**src/rtl/z_core_lsu.sv**
```systemverilog
`default_nettype none
// ============================================================================
// Module   : z_core_lsu
// Purpose  : Load/store unit between the Z-Core control unit and the
//            axil_master simple memory port. It accepts one request at a time,
//            decodes the RISC-V funct3 access size, and generates bus-aligned
//            addresses, byte strobes and lane-replicated store data. It
//            sign/zero-extends load data, detects illegal sizes and bus
//            timeouts, and returns one response pulse per request.
// Ports    : clk, rst                      - clock, synchronous active-high reset
//            req_valid/req_ready           - request handshake
//            req_wen/funct3/addr/wdata     - request payload
//            resp_valid/resp_rdata/resp_err- single-cycle response
//            mem_req/wen/addr/wdata/wstrb  - bus transaction (registered payload)
//            mem_rdata/mem_ready/mem_busy  - bus completion and back-pressure
// Config   : Z_CORE_LSU_MISALIGN_CHECK_EN  - when defined, misaligned accesses
//            return err 1 without a bus access. When undefined, the offset is
//            rounded down to the natural alignment of the access size.
// Revision : 1.0 - initial release
// ============================================================================
module z_core_lsu #(
    parameter int DATA_WIDTH     = 32,
    parameter int ADDR_WIDTH     = 32,
    parameter int STRB_WIDTH     = DATA_WIDTH / 8,
    parameter int TIMEOUT_CYCLES = 256
) (
    input  logic                  clk,
    input  logic                  rst,
    input  logic                  req_valid,
    output logic                  req_ready,
    input  logic                  req_wen,
    input  logic [2:0]            req_funct3,
    input  logic [ADDR_WIDTH-1:0] req_addr,
    input  logic [DATA_WIDTH-1:0] req_wdata,
    output logic                  resp_valid,
    output logic [DATA_WIDTH-1:0] resp_rdata,
    output logic [1:0]            resp_err,
    output logic                  mem_req,
    output logic                  mem_wen,
    output logic [ADDR_WIDTH-1:0] mem_addr,
    output logic [DATA_WIDTH-1:0] mem_wdata,
    output logic [STRB_WIDTH-1:0] mem_wstrb,
    input  logic [DATA_WIDTH-1:0] mem_rdata,
    input  logic                  mem_ready,
    input  logic                  mem_busy
);

    localparam int OFF_W = $clog2(STRB_WIDTH);
    localparam int CNT_W = (TIMEOUT_CYCLES > 1) ? $clog2(TIMEOUT_CYCLES) : 1;
    localparam bit IS_64 = (DATA_WIDTH == 64);
    localparam logic [CNT_W-1:0] C_TO_LAST =
        CNT_W'((TIMEOUT_CYCLES > 0) ? (TIMEOUT_CYCLES - 1) : 0);

    localparam logic [1:0] C_ERR_OK      = 2'd0;
    localparam logic [1:0] C_ERR_MISALGN = 2'd1;
    localparam logic [1:0] C_ERR_TIMEOUT = 2'd2;
    localparam logic [1:0] C_ERR_ILLEGAL = 2'd3;

    typedef enum logic [1:0] {
        S_IDLE  = 2'd0,
        S_ISSUE = 2'd1,
        S_WAIT  = 2'd2,
        S_RESP  = 2'd3
    } state_t;

    state_t                  state_q;
    logic [CNT_W-1:0]        cnt_q;
    logic [1:0]              size_code_q;   // log2 of access bytes
    logic [OFF_W-1:0]        off_q;
    logic                    unsigned_q;
    logic                    resp_valid_q;
    logic [DATA_WIDTH-1:0]   resp_rdata_q;
    logic [1:0]              resp_err_q;
    logic                    mem_wen_q;
    logic [ADDR_WIDTH-1:0]   mem_addr_q;
    logic [DATA_WIDTH-1:0]   mem_wdata_q;
    logic [STRB_WIDTH-1:0]   mem_wstrb_q;

    // ------------------------------------------------------------------
    // Request decode
    // ------------------------------------------------------------------
    logic [1:0]            w_size_code;
    logic                  w_legal;
    logic                  w_misalign;
    logic [OFF_W-1:0]      w_raw_off;
    logic [OFF_W-1:0]      w_lane_mask;
    logic [OFF_W-1:0]      w_off;
    logic [3:0]            w_size_bytes;
    logic [STRB_WIDTH-1:0] w_strb_base;
    logic [STRB_WIDTH-1:0] w_strb;
    logic [DATA_WIDTH-1:0] w_rep_wdata;
    logic [ADDR_WIDTH-1:0] w_aligned_addr;

    assign w_size_code = req_funct3[1:0];

    always_comb begin
        w_legal = 1'b0;
        if (req_wen) begin
            case (req_funct3)
                3'b000, 3'b001, 3'b010: w_legal = 1'b1;
                3'b011:                 w_legal = IS_64;
                default:                w_legal = 1'b0;
            endcase
        end else begin
            case (req_funct3)
                3'b000, 3'b001, 3'b010, 3'b100, 3'b101: w_legal = 1'b1;
                3'b011, 3'b110:                         w_legal = IS_64;
                default:                                w_legal = 1'b0;
            endcase
        end
    end

    // Lane mask keeps only the offset bits at or above the access alignment.
    assign w_raw_off   = req_addr[OFF_W-1:0];
    assign w_lane_mask = {OFF_W{1'b1}} << w_size_code;
    assign w_off       = w_raw_off & w_lane_mask;

`ifdef Z_CORE_LSU_MISALIGN_CHECK_EN
    assign w_misalign = |(w_raw_off & ~w_lane_mask);
`else
    assign w_misalign = 1'b0;
`endif

    assign w_size_bytes   = 4'd1 << w_size_code;
    // Shifting all-ones by >= width yields zero, so a full-width access
    // produces an all-ones base mask without special casing.
    assign w_strb_base    = ~({STRB_WIDTH{1'b1}} << w_size_bytes);
    assign w_strb         = w_strb_base << w_off;
    assign w_aligned_addr = {req_addr[ADDR_WIDTH-1:OFF_W], {OFF_W{1'b0}}};

    always_comb begin
        w_rep_wdata = req_wdata;
        case (w_size_code)
            2'd0:    w_rep_wdata = {STRB_WIDTH{req_wdata[7:0]}};
            2'd1:    w_rep_wdata = {(STRB_WIDTH / 2){req_wdata[15:0]}};
            2'd2:    w_rep_wdata = {(STRB_WIDTH / 4){req_wdata[31:0]}};
            default: w_rep_wdata = req_wdata;
        endcase
    end

    // ------------------------------------------------------------------
    // Load data extraction and extension
    // ------------------------------------------------------------------
    logic [DATA_WIDTH-1:0] w_shifted;
    logic [6:0]            w_nbits;
    logic                  w_msb;
    logic                  w_sign;
    logic [DATA_WIDTH-1:0] w_field_mask;
    logic [DATA_WIDTH-1:0] w_load_ext;

    assign w_shifted = mem_rdata >> {off_q, 3'b000};

    always_comb begin
        w_nbits = 7'd8;
        w_msb   = w_shifted[7];
        case (size_code_q)
            2'd0:    begin w_nbits = 7'd8;              w_msb = w_shifted[7];            end
            2'd1:    begin w_nbits = 7'd16;             w_msb = w_shifted[15];           end
            2'd2:    begin w_nbits = 7'd32;             w_msb = w_shifted[31];           end
            default: begin w_nbits = 7'(DATA_WIDTH);    w_msb = w_shifted[DATA_WIDTH-1]; end
        endcase
    end

    assign w_sign       = w_msb & ~unsigned_q;
    assign w_field_mask = ~({DATA_WIDTH{1'b1}} << w_nbits);
    assign w_load_ext   = (w_shifted & w_field_mask) | ({DATA_WIDTH{w_sign}} & ~w_field_mask);

    // ------------------------------------------------------------------
    // Control FSM
    // ------------------------------------------------------------------
    assign req_ready = (state_q == S_IDLE) && !rst;
    assign mem_req   = (state_q == S_ISSUE) && !mem_busy;

    always_ff @(posedge clk) begin
        if (rst) begin
            state_q      <= S_IDLE;
            cnt_q        <= '0;
            size_code_q  <= '0;
            off_q        <= '0;
            unsigned_q   <= 1'b0;
            resp_valid_q <= 1'b0;
            resp_rdata_q <= '0;
            resp_err_q   <= C_ERR_OK;
            mem_wen_q    <= 1'b0;
            mem_addr_q   <= '0;
            mem_wdata_q  <= '0;
            mem_wstrb_q  <= '0;
        end else begin
            resp_valid_q <= 1'b0;
            case (state_q)
                S_IDLE: begin
                    if (req_valid) begin
                        if (!w_legal) begin
                            state_q      <= S_RESP;
                            resp_valid_q <= 1'b1;
                            resp_rdata_q <= '0;
                            resp_err_q   <= C_ERR_ILLEGAL;
                        end else if (w_misalign) begin
                            state_q      <= S_RESP;
                            resp_valid_q <= 1'b1;
                            resp_rdata_q <= '0;
                            resp_err_q   <= C_ERR_MISALGN;
                        end else begin
                            state_q     <= S_ISSUE;
                            size_code_q <= w_size_code;
                            off_q       <= w_off;
                            unsigned_q  <= req_funct3[2];
                            mem_wen_q   <= req_wen;
                            mem_addr_q  <= w_aligned_addr;
                            mem_wdata_q <= req_wen ? w_rep_wdata : '0;
                            mem_wstrb_q <= req_wen ? w_strb : '0;
                        end
                    end
                end
                S_ISSUE: begin
                    if (mem_req) begin
                        state_q <= S_WAIT;
                        cnt_q   <= '0;
                    end
                end
                S_WAIT: begin
                    if (mem_ready) begin
                        state_q      <= S_RESP;
                        resp_valid_q <= 1'b1;
                        resp_rdata_q <= mem_wen_q ? '0 : w_load_ext;
                        resp_err_q   <= C_ERR_OK;
                    end else if ((TIMEOUT_CYCLES != 0) && (cnt_q == C_TO_LAST)) begin
                        state_q      <= S_RESP;
                        resp_valid_q <= 1'b1;
                        resp_rdata_q <= '0;
                        resp_err_q   <= C_ERR_TIMEOUT;
                    end else begin
                        cnt_q <= cnt_q + 1'b1;
                    end
                end
                default: begin
                    state_q <= S_IDLE;
                end
            endcase
        end
    end

    assign resp_valid = resp_valid_q;
    assign resp_rdata = resp_rdata_q;
    assign resp_err   = resp_err_q;
    assign mem_wen    = mem_wen_q;
    assign mem_addr   = mem_addr_q;
    assign mem_wdata  = mem_wdata_q;
    assign mem_wstrb  = mem_wstrb_q;

endmodule
`default_nettype wire

```
**config.mk**
```make
export PLATFORM = sky130hd
export DESIGN_NAME = z_core_lsu
export DESIGN_NICKNAME = d
export VERILOG_FILES = /design/src/rtl/z_core_lsu.sv
export SDC_FILE = /design/constraint.sdc
export NUM_CORES = 1
export LEC_CHECK = 0
export CAP_MARGIN = 20
export CORE_MARGIN = 3
export CORE_UTILIZATION = 48
export DETAILED_ROUTE_END_ITERATION = 7
export PLACE_DENSITY = 0.9
export SYNTH_ARGS = -nofsm -noshare
export SYNTH_HDL_FRONTEND = slang
export SYNTH_SLANG_ARGS = --single-unit
```
**constraint.sdc**
```tcl
create_clock -name clk -period 4 [get_ports clk]
set_clock_uncertainty 0.2 [all_clocks]
set_input_delay 0.8 -clock clk [delete_from_list [all_inputs] [get_ports clk]]
set_output_delay 0.8 -clock clk [all_outputs]
set_load 0.1 [all_outputs]
```
==> run metrics <==
commonest cells after routing, fill and taps aside clkdlybuf4s50_1 (205), dfxtp_1 (117), nand2_1 (103); flop-to-flop setup slack 1.09 ns; most common cell after layout, fill and taps aside clkdlybuf4s50_1; startpoint types input port; initial core utilization 50.2%; measured slew at the worst slew-check pin 1.04 ns; nets@finish 953; Post-CTS Resized 0; average size of a mapped cell 8.53 sq um; Synth Flop Type dfxtp_1; post-DP HPWL 13500 microns; status finished, final reports clean; Seq/Total Area, Yosys approximately two fifths; Crit Reg-Reg Endpoint resp_rdata[20]; critical path capture point type flop; LEAKAGE 2.92 nW; area share of the largest cell type after synthesis 41.9%; Hold Path Class flop to flop; H-tree depth 4; initial drt markers around 480; Slew headroom 29.6%; placed insts between 900 and 1000; IO Pins 211; CP required 4.09 ns; Max Cap Viol 0; Core Area 11100 sq um; Yosys warning total 0; asr flop ratio synth 0%; Setup TNS Final 0 ns; CTS max path bufs 2; placed cell area 7710 sq um; Synth area leader dfxtp_1; post-route clock period utilization between 70 and 80%; residual DRC count 0; classification of the worst setup path input port to flop; Pre-antenna DRT Iters 6; post-CTS setup buffers 0; GRT Total Usage 28.4%; DRT Wirelength 18900 microns; design area between 8000 and 9000 sq um; Routed Antenna Nets 0; via count 5943; slowest cell delay on critical path 0.74 ns; Peak supply drop between 500 and 600 uV; Final Hold Fails 0; CTS tree done; initial antenna violation count 0; DIE AREA 13000 sq um; CP Cell Sequence clkdlybuf4s50_1 -> buf_4 -> o2111a_1 -> or3_1 -> a21oi_2 -> a211o_1; Hold WS 0.257 ns; latest clock arrival within the worst-skew pair 0.40 ns; Post-Syn Instances approximately 660; Clock Sinks 117; PwrDens 586 nW/um^2; critical path peak fanout 26; Slew Viols, Final 0; vias in the first global route 5958; FP Rows 38; final setup violation count 0; total chip power 0.00490 W; Die H 114 microns; Vias/cell between 5 and 6; clock transition at the registers of the reported paths 0.06 ns; synth unique cells 56; global-route wire length before repair 29800 microns; crit path DAT 3.15 ns; final std cells w/o fill between 900 and 1000; clock root cell clkbuf_16; capture point of the critical path resp_rdata[20]; share of cells above drive strength 1 8.65%; mapped cell area 5580 sq um; WL per Instance 19.0 microns; largest net degree at the start of global routing 78; quantity of hold-fixing buffers added after cts 0; Reg2Reg Depth 6; Overflow after GRT 0; cells taking the most area after synthesis dfxtp_1 (42%), mux2i_1 (7.7%), nand2_1 (6.9%); Num CTS Buffers 17; crit path launch req_wen; area grow syn2layout 49.7%; FF-to-FF Start state_q[0]; Period minus WS final 3.06 ns; # port buffers 208; die width 114 microns; RePlAce Congestion a little under 0.9; RSZ-0062 raised after global routing false; Critical-path top delay cell or3_1; EDFF count, synth 0; # diodes 0; Fmax 0.326 GHz; Synth Register Bits 117
-- Yosys cell counts, types with 4 or more instances --
| master | count |
|---|---|
| nand3b_1 | 9 |
| mux2_2 | 17 |
| ha_1 | 6 |
| mux2i_1 | 43 |
| nand2_1 | 103 |
| buf_1 | 4 |
| a311oi_1 | 8 |
| nand4_1 | 9 |
| inv_1 | 13 |
| buf_2 | 13 |
| or4_1 | 6 |
| dfxtp_1 | 117 |
| nor2_1 | 45 |
| a211o_1 | 9 |
| or3_1 | 6 |
| nand3_1 | 13 |
| nand4b_1 | 9 |
| o21ai_0 | 23 |
| a21oi_1 | 71 |
| a22oi_1 | 24 |
| nor2b_1 | 5 |
| clkbuf_1 | 36 |
| o211ai_1 | 10 |
| o32ai_1 | 8 |
-- layout make-up --
class | instances | area (sq um)
inverters | 13 | 48.8
multi-input cells | 471 | 2970
fillers | 757 | 2770
well taps | 140 | 175
repair buffers | 222 | 2180
clock buffers | 18 | 439
flip-flops and latches | 117 | 2340
clock inverters | 14 | 200
-- power by group --
group          leakage, nW  switching (W)  internal, W  total [W]
registers            0.949      0.0000775      0.00129    0.00136
logic                 1.67        0.00137     0.000530    0.00190
clock network        0.304       0.000568      0.00107    0.00163
-- layer usage --
layer / part of all wire, % / routed length [microns] / global-route usage (%)
met2: 50 / 9420 / 50.3
met3: 10 / 1910 / 10.3
met5: 0 / 0 / 0
met4: 2.1 / 396 / 8.95
met1: 38 / 7130 / 31.9
-- registers in the layout, indices dropped and copies added, names as in the netlist, 2 cells and up --
register     cells
cnt_q            8
mem_addr        30
mem_wdata       32
mem_wstrb        4
off_q            2
resp_err         2
resp_rdata      32
size_code_q      2
state_q          2
-- critical path: cells and delay by family --
kind	cells	cell delay, ns
simple gates	1	0.74
compound gates	3	0.96
buf+inv	2	0.64
-- worst min path at each step --
stage / startpoint / endpoint / slack (ns) / cells after the start
floorplan: cnt_q[6] / cnt_q[6] / 0.25 / 2
global placement: mem_wdata[19] / mem_wdata[19] / 0.24 / 2
detailed placement: mem_addr[13] / mem_addr[13] / 0.25 / 2
CTS: mem_addr[9] / mem_addr[9] / 0.26 / 2
global route: mem_addr[26] / mem_addr[26] / 0.27 / 2
finish: mem_addr[19] / mem_addr[19] / 0.26 / 2
-- kinds of logic after synthesis --
| logic type | count (synthesis) | synth area share [%] |
|---|---|---|
| other cells | 1 | 0.0672 |
| fa+ha+maj | 6 | 1.34 |
| mux | 60 | 11.1 |
| buf+inv | 68 | 5.00 |
| compound gates | 175 | 20.3 |
| flops | 117 | 41.9 |
| simple gates | 227 | 20.0 |
| xor+xnor | 1 | 0.157 |
-- per-stage QoR --
| stage | setup slack, ns | util (%) |
|---|---|---|
| floorplan | 0.394 | - |
| global placement | 0.629 | 69.3 |
| detailed placement | 0.577 | 69.3 |
| CTS | 0.978 | 75.1 |
| global route | 0.792 | 75.1 |
| finish | 0.936 | 75.1 |
Note: power is estimated with default switching activity, not from simulation.
